### config.mk
export PLATFORM = sky130hd
export DESIGN_NAME = decode_issue_stage
export DESIGN_NICKNAME = d
export VERILOG_FILES = /design/src/rtl/decode_issue_stage.sv
export SDC_FILE = /design/constraint.sdc
export NUM_CORES = 1
export LEC_CHECK = 0
export ABC_AREA = 0
export BUFFER_PORTS_ARGS = -buffer_cell sky130_fd_sc_hd__buf_2
export CAP_MARGIN = 40
export CORE_MARGIN = 2
export CORE_UTILIZATION = 40
export DETAILED_ROUTE_END_ITERATION = 8
export PLACE_DENSITY = 0.67
export SLEW_MARGIN = 25
export SYNTH_ARGS = -nofsm -noshare
export SYNTH_HDL_FRONTEND = slang
export SYNTH_SLANG_ARGS = --single-unit
### constraint.sdc
create_clock -name clk -period 7.85 [get_ports clk]
set_input_delay 1.57 -clock clk [delete_from_list [all_inputs] [get_ports clk]]
set_output_delay 1.57 -clock clk [all_outputs]
set_load 0.05 [all_outputs]
### src/rtl/decode_issue_stage.sv
// Decode/issue stage: decodes one 16-bit instruction, checks a pending-write scoreboard, loads the ID/EX register.
// Optional WB_BYPASS_EN: a writeback in the issue cycle resolves the hazard and forwards wb_data into the operands.
module decode_issue_stage #(
  parameter int NREGS = 16,
  parameter int DW    = 16
) (
  input  logic          clk,
  input  logic          rst,
  input  logic          in_valid,
  input  logic [15:0]   in_instr,
  output logic          in_ready,
  input  logic          flush,
  output logic [3:0]    SrcReg1,
  output logic [3:0]    SrcReg2,
  input  logic [DW-1:0] SrcData1,
  input  logic [DW-1:0] SrcData2,
  input  logic          wb_en,
  input  logic [3:0]    wb_reg,
  input  logic [DW-1:0] wb_data,
  output logic          WriteReg,
  output logic [3:0]    DstReg,
  output logic [DW-1:0] DstData,
  output logic          ex_valid,
  input  logic          ex_ready,
  output logic [3:0]    ex_op,
  output logic [3:0]    ex_rd,
  output logic [DW-1:0] ex_a,
  output logic [DW-1:0] ex_b,
  output logic [3:0]    ex_imm,
  output logic          ex_wr
);

  typedef struct packed {
    logic [3:0]    op;
    logic [3:0]    rd;
    logic [DW-1:0] a;
    logic [DW-1:0] b;
    logic [3:0]    imm;
    logic          wr;
  } idex_t;

  idex_t            idex, idexNext;
  logic [NREGS-1:0] pending, pendNext;
  logic [3:0]       op, rd, rs, rt;
  logic             isAlu, isLw, isSw, decWr, useSrc2;
  logic             byp1, byp2, haz1, haz2, waw, stall, issue;

  assign op = in_instr[15:12];
  assign rd = in_instr[11:8];
  assign rs = in_instr[7:4];
  assign rt = in_instr[3:0];

  assign isAlu   = ~op[3];
  assign isLw    = (op == 4'b1000);
  assign isSw    = (op == 4'b1001);
  assign decWr   = (isAlu | isLw) && (rd != 4'd0);
  assign useSrc2 = isAlu | isSw;

  assign SrcReg1 = rs;
  assign SrcReg2 = isSw ? rd : rt;

  assign WriteReg = wb_en;
  assign DstReg   = wb_reg;
  assign DstData  = wb_data;

`ifdef WB_BYPASS_EN
  assign byp1 = wb_en && (wb_reg == SrcReg1) && (SrcReg1 != 4'd0);
  assign byp2 = wb_en && (wb_reg == SrcReg2) && (SrcReg2 != 4'd0);
`else
  assign byp1 = 1'b0;
  assign byp2 = 1'b0;
`endif

  // R0 never hazards; WAW is only resolved once the pending bit actually clears.
  assign haz1  = (SrcReg1 != 4'd0) && pending[SrcReg1] && !byp1;
  assign haz2  = useSrc2 && (SrcReg2 != 4'd0) && pending[SrcReg2] && !byp2;
  assign waw   = decWr && pending[rd];
  assign stall = in_valid && (haz1 || haz2 || waw);

  assign in_ready = !stall && !flush && (!ex_valid || ex_ready);
  assign issue    = in_valid && in_ready;

  always_comb begin
    idexNext.op  = op;
    idexNext.rd  = rd;
    idexNext.a   = byp1 ? wb_data : SrcData1;
    idexNext.b   = byp2 ? wb_data : SrcData2;
    idexNext.imm = rt;
    idexNext.wr  = decWr;
  end

  // Clears first, then the issue set, so a same-cycle set of the same register wins.
  always_comb begin
    pendNext = pending;
    if (wb_en) pendNext[wb_reg] = 1'b0;
    if (flush && ex_valid && idex.wr) pendNext[idex.rd] = 1'b0;
    if (issue && decWr) pendNext[rd] = 1'b1;
    pendNext[0] = 1'b0;
  end

  always_ff @(posedge clk or posedge rst) begin
    if (rst) pending <= '0;
    else     pending <= pendNext;
  end

  always_ff @(posedge clk or posedge rst) begin
    if (rst) begin
      ex_valid <= 1'b0;
      idex     <= '0;
    end else if (flush) begin
      ex_valid <= 1'b0;
    end else if (issue) begin
      ex_valid <= 1'b1;
      idex     <= idexNext;
    end else if (ex_ready) begin
      ex_valid <= 1'b0;
    end
  end

  assign ex_op  = idex.op;
  assign ex_rd  = idex.rd;
  assign ex_a   = idex.a;
  assign ex_b   = idex.b;
  assign ex_imm = idex.imm;
  assign ex_wr  = idex.wr;

endmodule

==> reports/metrics.yaml, run 1 <==
drt:
  route.vias.total: 2824
  antenna_left: 0
  drt-total-wl_mm: 8.99
  drtPass1Iterations: 5
  drt_iter0_drc: 249
  drc: 0
  wl_per_cell_um: 18.4
  vias_per_cell: 5.80
global_route:
  grt_pass1_vias: 2743
  grt_pass1_wl_mm: 13.9
  antenna_found_initial: 0
  grt_overflow_total: 0
  grtUsageTotal_pct: 20.4
  grt_start_max_net_pins: 62
run_status:
  status: "complete, no violations"
clock_tree:
  clkLatencyLatePin_ps: 340
  numCtsBuffers: 9
  clockBufferDepth: 2
  cts_setup_buffers: 0
  htree_levels: 3
  cts_hold_buf: 0
  cts_root_buf: "clkbuf_8"
  clk_pin_slew_ps: 60
  clock_sinks: 61
  cts_tree: "built"
  cts.repair.resized: 0
synthesis:
  synth_edf_count: 0
  async_reset_ff_share_pct: 100
  synthTopCellsByArea: "dfrtp_1, mux2_2, buf_4"
  seq_area_frac_synth_pct: 45.3
  synth_most_common_cell: "dfrtp_1"
  yosys_warnings: 0
  syn_inst: 288
  synth-seq-cells: 61
  synth_commonest_cells: "dfrtp_1, mux2_2, buf_4, nand2_1, o41ai_1"
  synth_largest_area_cell: "dfrtp_1"
  synth_ff_type: "dfrtp_1"
  synth_area_per_cell_um2: 11.7
  syn_area_um2: 3370
  ys_types: 41
  synth.top_cell.area_share_pct: 45.3
  syn_nets: 362
min_path:
  worstHoldPathCells: 1
  whs_endpoint: "ex_a[11]$_DFFE_PP0P_"
  hold_class: "reg2reg"
  worstHoldStart: "ex_a[11]$_DFFE_PP0P_"
setup_path:
  worstReg2RegStart: "pending[15]$_DFF_PP0_"
  crit_arrival_ps: 4020
  cp.required_ps: 6280
  crit_path_cell_trace: "buf_2, nand4bb_1, mux2i_1, mux2_1, a221o_1, a32oi_2, nand2_1, a21oi_1, buf_2"
  endpoint_kind: "output pin"
  critPathMaxStageDelay_ps: 470
  slowest_stage: "mux2i_1"
  crit_type: "in2out"
  worst-r2r-setup-slack_ps: 4700
  cp-start-kind: "primary input"
  crit_fanout: 7
  cpMostUsedCell: "buf_2"
  worstRegToRegCells: 8
  reg2reg_to: "ex_op[1]$_DFFE_PP0P_"
sta:
  final-setup-viol-count: 0
  period_share_pct: 71.2
  timing.fmax_mhz: 179
  rsz0062_at_grt: "no"
  fin_crit_ps: 5590
  slew_headroom_pct: 53.8
  clock_skew_ps: 7.05
  drv_slew: 0
  final.setup.tns_ps: 0
  finalHoldViolations: 0
  tightest_slew_ps: 694
floorplan:
  die_y_um: 95.7
  start_util_pct: 41.2
  num_rows: 33
  io_pins: 150
  dieArea_um2: 9170
  core_um2: 8180
  die_w_um: 95.7
place:
  dp_cells: 472
  io_buffer_count: 117
  gp_congestion: 0.940
  dp_hpwl_mm: 6.38
layout:
  final_cells: 487
  area_growth_pct: 20.7
  final_nets: 453
  antenna_cells: 0
  drive_gt1_share_pct: 50.8
pwr:
  pwr_density_cell_nw_per_um2: 324
  leakage_nw: 1.87
  peakVddDrop_v: 0.000189
flow_run:
  cap_violations: 0
==> critical path: cells and delay by family <==
family / cells / cell delay (ps)
buf+inv: 2 / 400
compound gates: 3 / 730
simple gates: 2 / 480
mux: 2 / 840
==> power breakdown <==
part	internal (W)	leakage [nW]	switching [W]	total (W)
sequential	0.000400	0.743	0.0000670	0.000467
combinational	0.000164	1.03	0.000398	0.000562
clock	0.000169	0.102	0.000120	0.000289
total	0.000733	1.87	0.000585	0.00132
==> final cells by class <==
cell class                      count  area [um2]
Clock buffer                       13         169
Clock inverter                      1        30.0
Fill cell                         757        4110
Inverter                            9        33.8
Multi-Input combinational cell    177        1550
Sequential cell                    61        1530
Tap cell                          105         131
Timing Repair Buffer              121         628
==> flip-flops by register name, summed over array words and instances, names as in the netlist <==
name and cells:
ex_wr 1, ex_b 16, ex_imm 4, ex_op 4, ex_valid 1, ex_rd 4
ex_a 16, pending 15
==> metrics by stage <==
step / utilization [%] / total power [W] / worst slack, ps / area, um2 / hold slack, ps
CTS: 49.5 / 0.00133 / 2290 / 4050 / 502
detailed placement: 47.0 / 0.00103 / 2310 / 3850 / 488
floorplan: - / 0.000909 / 1670 / 3370 / 539
global route: 49.7 / 0.00138 / 2180 / 4070 / 510
finish: 49.7 / 0.00132 / 2260 / 4070 / 500
global placement: 47.0 / 0.00102 / 2420 / 3850 / 483
==> how the worst max path moves through the flow <==
stage | from | endpoint | slack [ps] | depth (start not counted)
final | in_instr[14] | in_ready | 2260 | 9
after global routing | in_instr[14] | in_ready | 2180 | 9
after CTS | in_instr[14] | in_ready | 2290 | 9
after detailed placement | in_instr[14] | in_ready | 2310 | 9
after global placement | in_instr[14] | in_ready | 2420 | 9
after floorplan | in_instr[14] | in_ready | 1670 | 8
==> placed cells by master (no fill, tap or decap), types with 9 or more instances in the layout <==
cell	instances
mux2_2	47
mux2i_1	10
dfrtp_1	61
o221ai_1	13
nand2_1	17
buf_2	117
nor2_1	9
clkbuf_8	12
o41ai_1	15
==> logic make-up after synthesis <==
group / Yosys count / synth area share, %
AO/OA/AOI/OAI: 57 / 13.6
multiplexers: 65 / 23.7
buffers and inverters: 50 / 8.73
AND/OR/NAND/NOR: 55 / 8.58
flip-flops: 61 / 45.3
==> routing by layer <==
metal	part of all wire, %	up-vias	global-route usage (%)
met2	46	167	31.1
met1	41	1366	27.2
met3	10	35	4.62
met4	3.4	0	11.1
met5	0	-	0
li1	-	1256	-
(Power assumes the default switching activity.)
==> inputs of run 2 (changes only) <==
Settings changed: ABC_AREA 0 to 1, PLACE_DENSITY 0.67 to 0.69.
Clock period 7.85 ns to 5 ns, I/O delays scaled along.
==> reports/metrics.yaml, run 2 <==
run_status:
  status: "complete, no violations"
setup_path:
  endpoint_kind: "output pin"
  worst-r2r-setup-slack_ps: 2940  # -1760 ps
  worstReg2RegStart: "pending[11]$_DFF_PP0_"
  worstRegToRegCells: 14  # +6
  cp-start-kind: "primary input"
  crit_end: "in_ready"
  crit_type: "in2out"
  cp.required_ps: 4000  # -2280 ps
  crit_path_cell_trace: "buf_2, nor2_4, nand2_1, nand2_2, nand2_1, nand2_1, nand2_1, nand3_1, nand3_1, nand3_1, nand2_1, a21boi_0, buf_2"
  critPathMaxStageDelay_ps: 300  # -170 ps
  reg2reg_to: "pending[3]$_DFF_PP0_"
  startpoint: "in_instr[13]"
  slowest_stage: "buf_2"
  cpMostUsedCell: "nand2_1"
  crit_arrival_ps: 2840  # -1180 ps
  crit_fanout: 11  # +4
drt:
  drt_iter0_drc: 270  # +8.4%
  drt-total-wl_mm: 9.52  # +5.9%
  antenna_left: 0  # unchanged
  drtPass1Iterations: 6  # +1
  vias_per_cell: 5.00  # -14%
  route.vias.total: 3398  # +20%
  drc: 0  # unchanged
  wl_per_cell_um: 14.0  # -24%
layout:
  final_cells: 680  # +40%
  fill_cells: 888  # +17%
  antenna_cells: 0  # unchanged
  ff_latch_area_um2: 1530  # unchanged
  final_common_cell: "nand2_1"
  mostFrequentLayoutCells: "nand2_1, buf_2, inv_1"
  drive_gt1_share_pct: 25.9  # -25 points
  stdcell_area_um2: 4180  # +2.7%
  area_growth_pct: 19.5
  multi_input_area_um2: 1400  # -9.3%
  final_nets: 643  # +42%
global_route:
  grt_overflow_total: 0  # unchanged
  grt_pass1_wl_mm: 15.9  # +14%
  grt_start_max_net_pins: 53  # -15%
  grt_pass1_vias: 3274  # +19%
  antenna_found_initial: 0  # unchanged
  grtUsageTotal_pct: 20.7  # +0.26 points
floorplan:
  die_y_um: 97.5  # +1.8%
  io_pins: 150  # unchanged
  dieArea_um2: 9500  # +3.6%
  num_rows: 34  # +3.0%
  core_um2: 8590  # +5.1%
  die_w_um: 97.5  # +1.8%
  start_util_pct: 40.7  # -0.52 points
sta:
  period_share_pct: 76.9
  slew_headroom_pct: 60.9  # +7.1 points
  final.setup.tns_ps: 0  # unchanged
  finalHoldViolations: 0  # unchanged
  fin_crit_ps: 3840
  tightest_slew_ps: 582  # -112 ps
  rsz0062_at_grt: "no"
  final.setup.worst_slack_ps: 1160  # -1110 ps
  timing.fmax_mhz: 260
  drv_slew: 0  # unchanged
  final-setup-viol-count: 0  # unchanged
  clock_skew_ps: 16.9  # +9.89 ps
clock_tree:
  cts_hold_buf: 0  # unchanged
  cts_root_buf: "clkbuf_8"
  htree_levels: 3  # unchanged
  cts_setup_buffers: 0  # unchanged
  clkLatencyLatePin_ps: 340  # about the same
  clock_sinks: 61  # unchanged
  clockBufferDepth: 2  # unchanged
  numCtsBuffers: 9  # unchanged
  cts.repair.resized: 0  # unchanged
  clk_pin_slew_ps: 60  # about the same
  cts_tree: "built"
min_path:
  worstHoldStart: "ex_b[15]$_DFFE_PP0P_"
  hold_class: "reg2reg"
synthesis:
  synth_largest_area_cell: "dfrtp_1"
  synth.area.mux_share_pct: 0  # -24 points
  synth-simple-area-share_pct: 26.5  # +18 points
  syn_nets: 551  # +52%
  synth_top_family_by_area: "simple AND/OR/NAND/NOR gates"
  synth_commonest_cells: "nand2_1, inv_1, dfrtp_1, nand3_1, o21ai_1"
  seq_area_frac_synth_pct: 43.7  # -1.7 points
  ys_types: 29  # -29%
  synth_area_per_cell_um2: 7.33  # -37%
  synth.top_cell.area_share_pct: 43.7  # -1.7 points
  synth_edf_count: 0  # unchanged
  synth_xor_area_share_pct: 0  # unchanged
  syn_inst: 477  # +66%
  synthTopCellsByArea: "dfrtp_1, nand2_1, inv_1"
  synth_ff_type: "dfrtp_1"
  async_reset_ff_share_pct: 100  # unchanged
  synth-seq-cells: 61  # unchanged
  syn_area_um2: 3490  # +3.8%
  synth_compound_gate_area_share_pct: 13.6  # about the same
  synth_most_common_cell: "nand2_1"
  synth_fa_ha_area_share_pct: 0  # unchanged
  yosys_warnings: 0  # unchanged
place:
  io_buffer_count: 117  # unchanged
  gp_congestion: 0.904  # -3.8%
  place_area_um2: 3970  # +3.1%
  dp_hpwl_mm: 7.27  # +14%
  dp_cells: 666  # +41%
  detailedPlace.worstSlack_ps: 1170  # -1140 ps
pwr:
  peakVddDrop_v: 0.000229  # +21%
  pwr_density_cell_nw_per_um2: 483  # +49%
  power_w: 0.00202  # +53%
  leakage_nw: 2.36  # +26%
flow_run:
  cap_violations: 0  # unchanged
==> run 2: area by class of cell <==
| class | count | share of cell area (%) |
|---|---|---|
| Clock inverter | 4 | 1.77 |
| Sequential cell | 61 | 36.5 |
| Clock buffer | 10 | 3.30 |
| Timing Repair Buffer | 120 | 14.6 |
| Multi-Input combinational cell | 299 | 33.6 |
| Inverter | 78 | 7.01 |
| Tap cell | 108 | 3.24 |
==> run 2: how the worst min path moves through the flow <==
stage | endpoint | cells after the start
after floorplan | pending[2]$_DFF_PP0_ | 2
after global routing | ex_b[2]$_DFFE_PP0P_ | 2
after global placement | ex_a[8]$_DFFE_PP0P_ | 2
after detailed placement | ex_a[5]$_DFFE_PP0P_ | 2
after CTS | ex_b[15]$_DFFE_PP0P_ | 2
final | ex_b[15]$_DFFE_PP0P_ | 2
==> run 2: where the power goes <==
part / internal (W) / total, W / switching (W)
clock: 0.000289 / 0.000479 / 0.000190
combinational: 0.000190 / 0.000830 / 0.000640
sequential: 0.000620 / 0.000707 / 0.0000871
total: 0.00110 / 0.00202 / 0.000917
==> run 2: cell families (layout without fill, tap and decap cells) <==
family / count (synthesis) / count (layout)
DFF: 61 / 61
buffers and inverters: 117 / 212
and+or+nand+nor: 220 / 220
AOI/OAI and AO/OA: 79 / 79
==> run 2: routing by layer <==
layer / wire, um / track usage [%] / vias up
li1: - / - / 1669
met1: 4100 / 27.0 / 1543
met2: 4330 / 32.4 / 151
met3: 696 / 4.60 / 35
met4: 392 / 10.6 / 0
met5: 0 / 0 / -
==> run 2: worst max-delay path, delay by kind of cell <==
family                 cells  cell delay [ps]
AOI/OAI and AO/OA          1              150
and+or+nand+nor           10             1270
buffers and inverters      2              420
==> run 2: through the flow <==
stage	util [%]	hold WS, ps
global route	48.6	516
global placement	46.1	467
detailed placement	46.1	473
CTS	48.6	492
floorplan	-	497
finish	48.6	484
